$ cat config.mk
export PLATFORM = sky130hd
export DESIGN_NAME = shared_bus_reader
export DESIGN_NICKNAME = d
export VERILOG_FILES = /design/src/rtl/shared_bus_reader.sv
export SDC_FILE = /design/constraint.sdc
export NUM_CORES = 1
export LEC_CHECK = 0
export ABC_AREA = 1
export CAP_MARGIN = 20
export CORE_ASPECT_RATIO = 2
export CORE_MARGIN = 2
export CORE_UTILIZATION = 49
export CTS_CLUSTER_SIZE = 30
export DETAILED_ROUTE_END_ITERATION = 10
export PLACE_DENSITY = 0.82
export RECOVER_POWER = 25
export SKIP_CTS_REPAIR_TIMING = 1
export SYNTH_ARGS = -nofsm -noshare
export SYNTH_HDL_FRONTEND = slang
export SYNTH_SLANG_ARGS = --single-unit
$ cat constraint.sdc
create_clock -name wb_clk_i -period 4 [get_ports wb_clk_i]
set_input_delay 0.4 -clock wb_clk_i [delete_from_list [all_inputs] [get_ports wb_clk_i]]
set_output_delay 0.4 -clock wb_clk_i [all_outputs]
set_load 0.02 [all_outputs]
$ cat src/rtl/shared_bus_reader.sv
// shared_bus_reader
//   Receiving end of the shared tristate project data bus. Owns the one-hot
//   drive enables of all wrapped projects, switches between them with
//   break-before-make dead cycles, and serves a single Wishbone classic read
//   slave that forwards reads to the active project and captures the bus.
//
// Ports
//   wb_clk_i, wb_rst_n_i    clock, asynchronous active-low reset
//   sel_i, sel_valid_i      project switch request (one-cycle pulse)
//   sel_busy_o              switch in progress, new requests ignored
//   active_o                one-hot (or zero) project drive enables
//   wbs_cyc_i, wbs_stb_i    Wishbone read request
//   wbs_ack_o, wbs_err_o    one-cycle read response
//   wbs_dat_o               captured read data
//   proj_stb_o              read request towards the active project
//   proj_ack_i              per-project data-valid acknowledge
//   bus_dat_i               shared data bus as seen at the receiver
module shared_bus_reader #(
    parameter int unsigned NUM_PROJ    = 2,
    parameter int unsigned SEL_W       = 1,
    parameter int unsigned DW          = 32,
    parameter int unsigned TURN_CYCLES = 2,
    parameter int unsigned TIMEOUT     = 15
) (
    input  logic                wb_clk_i,
    input  logic                wb_rst_n_i,
    input  logic [SEL_W-1:0]    sel_i,
    input  logic                sel_valid_i,
    output logic                sel_busy_o,
    output logic [NUM_PROJ-1:0] active_o,
    input  logic                wbs_cyc_i,
    input  logic                wbs_stb_i,
    output logic                wbs_ack_o,
    output logic                wbs_err_o,
    output logic [DW-1:0]       wbs_dat_o,
    output logic                proj_stb_o,
    input  logic [NUM_PROJ-1:0] proj_ack_i,
    input  logic [DW-1:0]       bus_dat_i
);

    localparam int unsigned TurnW = (TURN_CYCLES > 1) ? $clog2(TURN_CYCLES) : 1;
    localparam logic [TurnW-1:0] TurnLoad = TurnW'(TURN_CYCLES - 1);
    localparam logic [7:0] TmoLoad = 8'(TIMEOUT);

    typedef enum logic [1:0] {SelNone, SelDrain, SelTurn, SelOn} sel_state_e;
    typedef enum logic [1:0] {RdIdle, RdWait, RdResp} rd_state_e;

    sel_state_e       sel_state_q, sel_state_d;
    rd_state_e        rd_state_q, rd_state_d;
    logic [SEL_W-1:0] cur_q, cur_d;   // index driving while ON
    logic [SEL_W-1:0] tgt_q, tgt_d;   // index latched at request time
    logic             pend_q, pend_d; // switch deferred behind a read
    logic [TurnW-1:0] turn_cnt_q, turn_cnt_d;
    logic [7:0]       tmo_cnt_q, tmo_cnt_d;
    logic             resp_err_q, resp_err_d;
    logic             ack_q, ack_d;
    logic             err_q, err_d;
    logic [DW-1:0]    dat_q, dat_d;

    logic sel_ok;
    logic rd_req;
    logic rd_start;
    logic rd_hold;

    assign sel_busy_o = pend_q || (sel_state_q == SelDrain) || (sel_state_q == SelTurn);
    assign sel_ok     = sel_valid_i && (32'(sel_i) < NUM_PROJ) && !sel_busy_o;

    // The response flags block re-acceptance of a strobe the master still holds.
    assign rd_req   = wbs_cyc_i && wbs_stb_i && !ack_q && !err_q;
    assign rd_start = (rd_state_q == RdIdle) && rd_req && (sel_state_q == SelOn);
    // Enables must not drop while a read is waiting on (or just issued to) a project.
    assign rd_hold  = (rd_state_q == RdWait) || rd_start;

    assign proj_stb_o = (rd_state_q == RdWait);
    assign wbs_ack_o  = ack_q;
    assign wbs_err_o  = err_q;
    assign wbs_dat_o  = dat_q;

    always_comb begin
        active_o = '0;
        if (sel_state_q == SelOn) begin
            for (int unsigned i = 0; i < NUM_PROJ; i++) begin
                active_o[i] = (cur_q == SEL_W'(i));
            end
        end
    end

    // Selection FSM
    always_comb begin
        sel_state_d = sel_state_q;
        cur_d       = cur_q;
        tgt_d       = tgt_q;
        pend_d      = pend_q;
        turn_cnt_d  = turn_cnt_q;
        case (sel_state_q)
            SelNone: begin
                if (sel_ok) begin
                    tgt_d       = sel_i;
                    turn_cnt_d  = TurnLoad;
                    sel_state_d = SelTurn;
                end
            end
            SelOn: begin
                if (sel_ok) begin
                    tgt_d  = sel_i;
                    pend_d = 1'b1;
                end
                if ((sel_ok || pend_q) && !rd_hold) begin
                    pend_d      = 1'b0;
                    sel_state_d = SelDrain;
                end
            end
            SelDrain: begin
                turn_cnt_d  = TurnLoad;
                sel_state_d = SelTurn;
            end
            SelTurn: begin
                if (turn_cnt_q == '0) begin
                    cur_d       = tgt_q;
                    sel_state_d = SelOn;
                end else begin
                    turn_cnt_d = turn_cnt_q - TurnW'(1);
                end
            end
            default: sel_state_d = SelNone;
        endcase
    end

    // Read FSM; the response is registered out of RdResp, so it is visible
    // in the following (idle) cycle.
    always_comb begin
        rd_state_d = rd_state_q;
        tmo_cnt_d  = tmo_cnt_q;
        resp_err_d = resp_err_q;
        dat_d      = dat_q;
        ack_d      = 1'b0;
        err_d      = 1'b0;
        case (rd_state_q)
            RdIdle: begin
                if (rd_req) begin
                    if (sel_state_q == SelOn) begin
                        tmo_cnt_d  = TmoLoad;
                        rd_state_d = RdWait;
                    end else begin
                        resp_err_d = 1'b1;
                        rd_state_d = RdResp;
                    end
                end
            end
            RdWait: begin
                if (!wbs_cyc_i) begin
                    rd_state_d = RdIdle;
                end else if (proj_ack_i[cur_q]) begin
                    dat_d      = bus_dat_i;
                    resp_err_d = 1'b0;
                    rd_state_d = RdResp;
                end else if (tmo_cnt_q <= 8'd1) begin
                    // TIMEOUT wait cycles have elapsed without an ack
                    resp_err_d = 1'b1;
                    rd_state_d = RdResp;
                end else begin
                    tmo_cnt_d = tmo_cnt_q - 8'd1;
                end
            end
            RdResp: begin
                ack_d      = !resp_err_q;
                err_d      = resp_err_q;
                rd_state_d = RdIdle;
            end
            default: rd_state_d = RdIdle;
        endcase
    end

    always_ff @(posedge wb_clk_i or negedge wb_rst_n_i) begin
        if (!wb_rst_n_i) begin
            sel_state_q <= SelNone;
            rd_state_q  <= RdIdle;
            cur_q       <= '0;
            tgt_q       <= '0;
            pend_q      <= 1'b0;
            turn_cnt_q  <= '0;
            tmo_cnt_q   <= '0;
            resp_err_q  <= 1'b0;
            ack_q       <= 1'b0;
            err_q       <= 1'b0;
            dat_q       <= '0;
        end else begin
            sel_state_q <= sel_state_d;
            rd_state_q  <= rd_state_d;
            cur_q       <= cur_d;
            tgt_q       <= tgt_d;
            pend_q      <= pend_d;
            turn_cnt_q  <= turn_cnt_d;
            tmo_cnt_q   <= tmo_cnt_d;
            resp_err_q  <= resp_err_d;
            ack_q       <= ack_d;
            err_q       <= err_d;
            dat_q       <= dat_d;
        end
    end

endmodule

# Word level (Yosys, flattened, before mapping)
# Cells that the tools add are included.
[word_totals]
register_bits = 51
input_bits = 40
word_cells = 95
[op_classes]
add_sub_neg = 2
order_cmp = 2
n_eq_ne = 16
n_mux = 31
bitwise = 2
n_reduce_logical = 31
[op_table]
columns = ["cell", "n"]
rows = [
  ["$mux W8", 5],
  ["$mux W2", 9],
  ["$pmux W8 S2", 1],
  ["$ne A2 B2 Y1 const B", 7],
  ["$mux W1", 12],
  ["$reduce_and A2 Y1", 5],
  ["$le A8 B1 Y1 const B", 1],
  ["$pmux W2 S4", 1],
  ["$sub A8 B1 Y8 const B", 1],
  ["$logic_and A1 B1 Y1", 7],
  ["$eq A2 B2 Y1 const B", 3],
  ["$reduce_and A3 Y1", 2],
  ["$reduce_and A6 Y1", 1],
  ["$logic_not A1 Y1", 5],
  ["$reduce_and A5 Y1", 1],
  ["$eq A2 B1 Y1 const B", 2],
  ["$logic_not A2 Y1", 2],
  ["$logic_or A1 B1 Y1", 4],
  ["$ne A2 B1 Y1 const B", 2],
  ["$ne A4 B2 Y1 const B", 1],
  ["$pmux W2 S2", 1],
  ["$reduce_bool A2 Y1", 2],
  ["$ne A3 B1 Y1 const B", 1],
  ["$pmux W1 S3", 1],
  ["6 further kinds", 7],
]

# Logic depth before layout (Yosys ltp)
[depth]
depth_word = 10
depth_mapped = 10
ltp_nobuf = 10

# Worst setup path before layout
# Ideal clock, no wire load.
[synth_timing]
kind = "register -> register"
startpoint = "register tmo_cnt_q[0]"
endpoint = "register tmo_cnt_q[2]"
setup_ns = 0.117
arrival_time_ns = 1.379
required_ns = 3.883
setup_slack_ns = 2.504
path_stages_with_launch = 10
path_buffers = 0
period_less_slack_ns = 1.496
cell_sequence = "dfrtp_1 > inv_1 > ha_1 > or2_2 > nand4_1 > nand2_1 > nand2_1 > nand2_1 > nand2_1 > nand2_1"
[synth_between]
elab_chain_cells = 5
[synth_rtl]
columns = ["item", "line_no", "source"]
rows = [
  ["from (decl)", "54", "logic [7:0] tmo_cnt_q, tmo_cnt_d;"],
  ["from (signal assigned)", "194", "tmo_cnt_q <= tmo_cnt_d;"],
  ["$sub A8 B1 Y8", "162", "tmo_cnt_d = tmo_cnt_q - 8'd1;"],
  ["$mux W8", "157", "end else if (tmo_cnt_q <= 8'd1) begin"],
  ["$mux W8", "153", "end else if (proj_ack_i[cur_q]) begin"],
  ["$mux W8", "151", "if (!wbs_cyc_i) begin"],
  ["$pmux W8 S2", "138", "case (rd_state_q)"],
]
# Parallel ways exist; a longest one is shown, timed or not. The select of a mux whose other input is x is not followed.
# A chain may end at the register's enable or synchronous reset.

# Final worst setup path
[layout_timing]
startpoint = "input port proj_ack_i[0]"
endpoint = "register dat_q[16], in the netlist wbs_dat_o[16]"
[layout_between]
elab_chain_cells = 3
[layout_rtl]
columns = ["item", "line_no", "source"]
rows = [
  ["from (decl)", "37", "input logic [NUM_PROJ-1:0] proj_ack_i,"],
  ["$mux W1 (implied by the code) (2 in series)", "153", ""],
  ["$reduce_and A3 Y1 (no source line)", "n/a", ""],
  ["to (signal assigned)", "198", "dat_q <= dat_d;"],
  ["to (decl)", "58", "logic [DW-1:0] dat_q, dat_d;"],
]
# Every way passes these cells. The select of a mux whose other input is x is not followed.

==> results.txt <==
----------------------------------------------------
[Run status]
  Outcome ... finished, final reports clean

[Power]
  Maximum vdd drop ... 0.000358 V
  Clk network pwr share ... 0.315
  Power after layout ... 0.978 mW
  Sw power ... 0.240 mW
  Internal power contribution ... 0.737 mW
  Logic gate share of total power ... 0.131
  Reported leakage power ... 1.77 nW
  Sequential share of power ... 0.554
  Sw Ratio ... 0.246
  Power per cell area ... 296 nW/um^2

[Worst setup path]
  Largest stage delay on the critical path ... 0.65 ns
  Buffers and inverters on the worst path ... 3
  Kind of critical path ... primary input to flip-flop
  Required @ worst endpoint ... 4.24 ns
  Startpoint kind of the worst setup timing path ... primary input
  Cell repeated most along the worst path ... sky130_fd_sc_hd__nand2_1
  Worst reg2reg path startpoint ... cur_q
  Series of cell instances along the critical path ... clkdlybuf4s50_1, inv_1, o21ai_1, nand3_2, inv_2, nand2_1, nand2_1
  Depth of the worst register-to-register path ... 5
  Top cell family by delay on the critical path ... buffers and inverters
  Slack of the worst reg-to-reg path ... 1.75 ns
  Worst EP arrival ... 2.58 ns
  Endpoint class of the critical path ... flip-flop
  Highest fanout seen on the critical path ... 33
  Endpoint of the most critical register-to-register path ... wbs_dat_o[16]
  CP max stage cell ... sky130_fd_sc_hd__inv_2

[Yosys]
  Number of storage elements in the synthesis netlist ... 51
  Sequential fraction of the synthesis area ... 0.536
  Total nets after synthesis ... 347
  Mapped Area ... 2380 um^2
  Mean post-synth cell area ... 7.93 um^2
  Synthesized instance count ... 300
  Unique cell type count in the Yosys netlist ... 25
  YS warnings ... 0

[Clock network]
  Maximum buffer depth of the clock tree ... 2
  TritonCTS clock tree ... done
  Clock buffer count from CTS ... 5
  Clock edge transition at the registers on the reported setup and hold paths ... 0.09 ns
  Clock Root Buffer ... sky130_fd_sc_hd__clkbuf_8
  Htree depth ... 2
  Sink count of the clock tree ... 51
  Clock Latency Late Sink ... 0.30 ns

[Floorplan]
  Area of the die ... 5460 um^2
  Starting Density ... 0.513
  Number of top-level design ports ... 78
  Horizontal die dimension ... 53.3 um
  Placement Rows ... 35
  Vertical die dimension ... 103 um
  Standard cell core area ... 4640 um^2

[Detailed routing]
  Antenna violation net count after detailed routing ... 0
  Number of vias per cell ... 4.81
  Overall routed net length ... 5.20 mm
  Violation count after the first detailed-route iteration ... 38
  Average wire per standard cell ... 11.9 um
  Vias ... 2098
  Post-route DRC violation count ... 0
  Detailed-router iteration count before antenna repair ... 4

[STA]
  Setup_tns ... 0 ns
  Post-route fraction of the period consumed by the critical path ... 0.586
  Final Hold Slack ... 0.428 ns
  Number of endpoints with negative hold slack in the final report ... 0
  Final setup violation count ... 0
  Worst slew slack as a fraction of its limit ... 0.460
  Skew final ... 0.00906 ns
  Worst Max-Slew Pin Slew ... 0.810 ns
  Shortest period the worst path allows ... 2.35 ns
  Final Max Tran Viols ... 0
  Unrepaired setup endpoints after global routing ... false
  Upper clock frequency limit ... 426 MHz

[Layout]
  Layout cells sized above 1 ... 0.0551
  Filler instances ... 388
  Cell Count, Final, Fillers Out ... 436
  Synthesis-to-layout area growth ... 39.0%
  Leading cell type in the layout, fill and taps excluded ... sky130_fd_sc_hd__nand2_1
  Nets ... 427
  Number of inserted diodes ... 0
  Fin util ... 0.713
  Highest-count cells in the layout ignoring fill and taps ... sky130_fd_sc_hd__nand2_1, sky130_fd_sc_hd__clkdlybuf4s50_1, sky130_fd_sc_hd__dfrtp_1

[Placement]
  Placer Congestion ... 0.875
  Detailed-placement wirelength estimate ... 3.93 mm
  DP Cell Count ... 426
  Number of input and output port buffers inserted ... 77

[Min path]
  Worst Min Path Start ... resp_err_q
  Class of the tightest hold or removal check ... flip-flop to flip-flop
  Worst hold path depth ... 1
  End point of the worst hold path ... wbs_ack_o

[Global route]
  First-pass GRT wire length ... 8.32 mm
  Largest net degree at the start of global routing ... 52
  Overall Global Routing Usage ... 0.206
  Initial antenna violation count ... 0
  Vias in the first global route ... 1937
  GR Overflow Total ... 0

[Run]
  Number of violations of the max-capacitance limit ... 0

----------------------------------------------------
## power groups by stage
stage	clock [mW]	combinational [mW]	sequential, mW
6_report	0.308	0.128	0.541
5_1_grt	0.338	0.143	0.544
4_1_cts	0.325	0.127	0.541
3_5_place_dp	0	0.127	0.551
3_3_place_gp	0	0.124	0.551
2_1_floorplan	0	0.0424	0.560
## worst register-to-register path, stage by stage (launching register included)
cell                      delay [ns]
sky130_fd_sc_hd__dfrtp_1        0.45
sky130_fd_sc_hd__o21ai_1        0.30
sky130_fd_sc_hd__nand3_2        0.58
sky130_fd_sc_hd__inv_2          0.66
sky130_fd_sc_hd__nand2_1        0.12
sky130_fd_sc_hd__nand2_1        0.08
## registers in the layout, summed over array words and instances, names as in the netlist
signal and flops:
wbs_dat_o 32, tmo_cnt_q 8, rd_state_q 2, sel_state_q 2, cur_q 1, pend_q 1, resp_err_q 1, tgt_q 1
turn_cnt_q 1, wbs_ack_o 1, wbs_err_o 1
## worst max-delay path by stage
stage / startpoint / slack (ns) / to / cells after the start
after floorplan: tmo_cnt_q[0] / 2.50 / tmo_cnt_q[2] / 9
after global placement: proj_ack_i[0] / 1.36 / wbs_dat_o[21] / 7
after detailed placement: proj_ack_i[0] / 1.34 / wbs_dat_o[11] / 7
after CTS: proj_ack_i[0] / 1.64 / wbs_dat_o[1] / 7
final: proj_ack_i[0] / 1.65 / wbs_dat_o[16] / 7
after global routing: proj_ack_i[0] / 1.42 / wbs_dat_o[18] / 7
## final cells by class
cell class | count | area, um^2 | area share
Sequential cell | 51 | 1280 | 0.386
Multi-Input combinational cell | 215 | 962 | 0.291
Timing Repair Buffer | 79 | 795 | 0.240
Inverter | 28 | 108 | 0.0325
Clock buffer | 6 | 82.6 | 0.0250
Tap cell | 55 | 68.8 | 0.0208
Clock inverter | 2 | 16.3 | 0.00492
## per-layer routing
metal  wire (um)  up-vias  GRT usage
met5           0        -          0
met4          51        0     0.0750
met3         257        4     0.0493
met2        2930       58      0.368
met1        1970      971      0.228
li1            -     1065          -
## cells by family after synthesis
group,after synthesis,share of synthesized area
AO/OA/AOI/OAI,12,0.0289
XOR/XNOR,2,0.00736
adder cells (fa/ha/maj),7,0.0368
buffers and inverters,34,0.0594
flip-flops,51,0.536
AND/OR/NAND/NOR,194,0.331
## Yosys cell counts
cell type,n,area share
sky130_fd_sc_hd__nand2_1,149,0.24
sky130_fd_sc_hd__dfrtp_1,51,0.54
sky130_fd_sc_hd__inv_1,25,0.039
sky130_fd_sc_hd__nor2_1,20,0.032
sky130_fd_sc_hd__nand3_1,11,0.023
sky130_fd_sc_hd__ha_1,7,0.037
sky130_fd_sc_hd__o21ai_0,5,0.011
sky130_fd_sc_hd__a21oi_1,3,0.0063
sky130_fd_sc_hd__buf_4,3,0.0095
sky130_fd_sc_hd__clkbuf_1,3,0.0047
sky130_fd_sc_hd__nand4_1,3,0.0079
sky130_fd_sc_hd__or2_2,3,0.0079
sky130_fd_sc_hd__inv_2,2,0.0032
sky130_fd_sc_hd__nor2_4,2,0.0095
sky130_fd_sc_hd__nor3_1,2,0.0042
sky130_fd_sc_hd__xor2_1,2,0.0074
sky130_fd_sc_hd__a22oi_1,1,0.0032
sky130_fd_sc_hd__and2_1,1,0.0026
sky130_fd_sc_hd__inv_4,1,0.0026
sky130_fd_sc_hd__nand2_2,1,0.0026
sky130_fd_sc_hd__nand3_2,1,0.0042
sky130_fd_sc_hd__nor2_2,1,0.0026
sky130_fd_sc_hd__o21ai_1,1,0.0021
sky130_fd_sc_hd__o21ai_2,1,0.0037
sky130_fd_sc_hd__o21bai_1,1,0.0032
## through the flow
| stage | setup slack [ns] | area (um^2) |
|---|---|---|
| floorplan | 2.50 | 2380 |
| global placement | 1.36 | 3180 |
| detailed placement | 1.34 | 3180 |
| CTS | 1.64 | 3280 |
| global route | 1.42 | 3310 |
| finish | 1.65 | 3310 |
No activity file was read; power rests on OpenSTA's default activity.
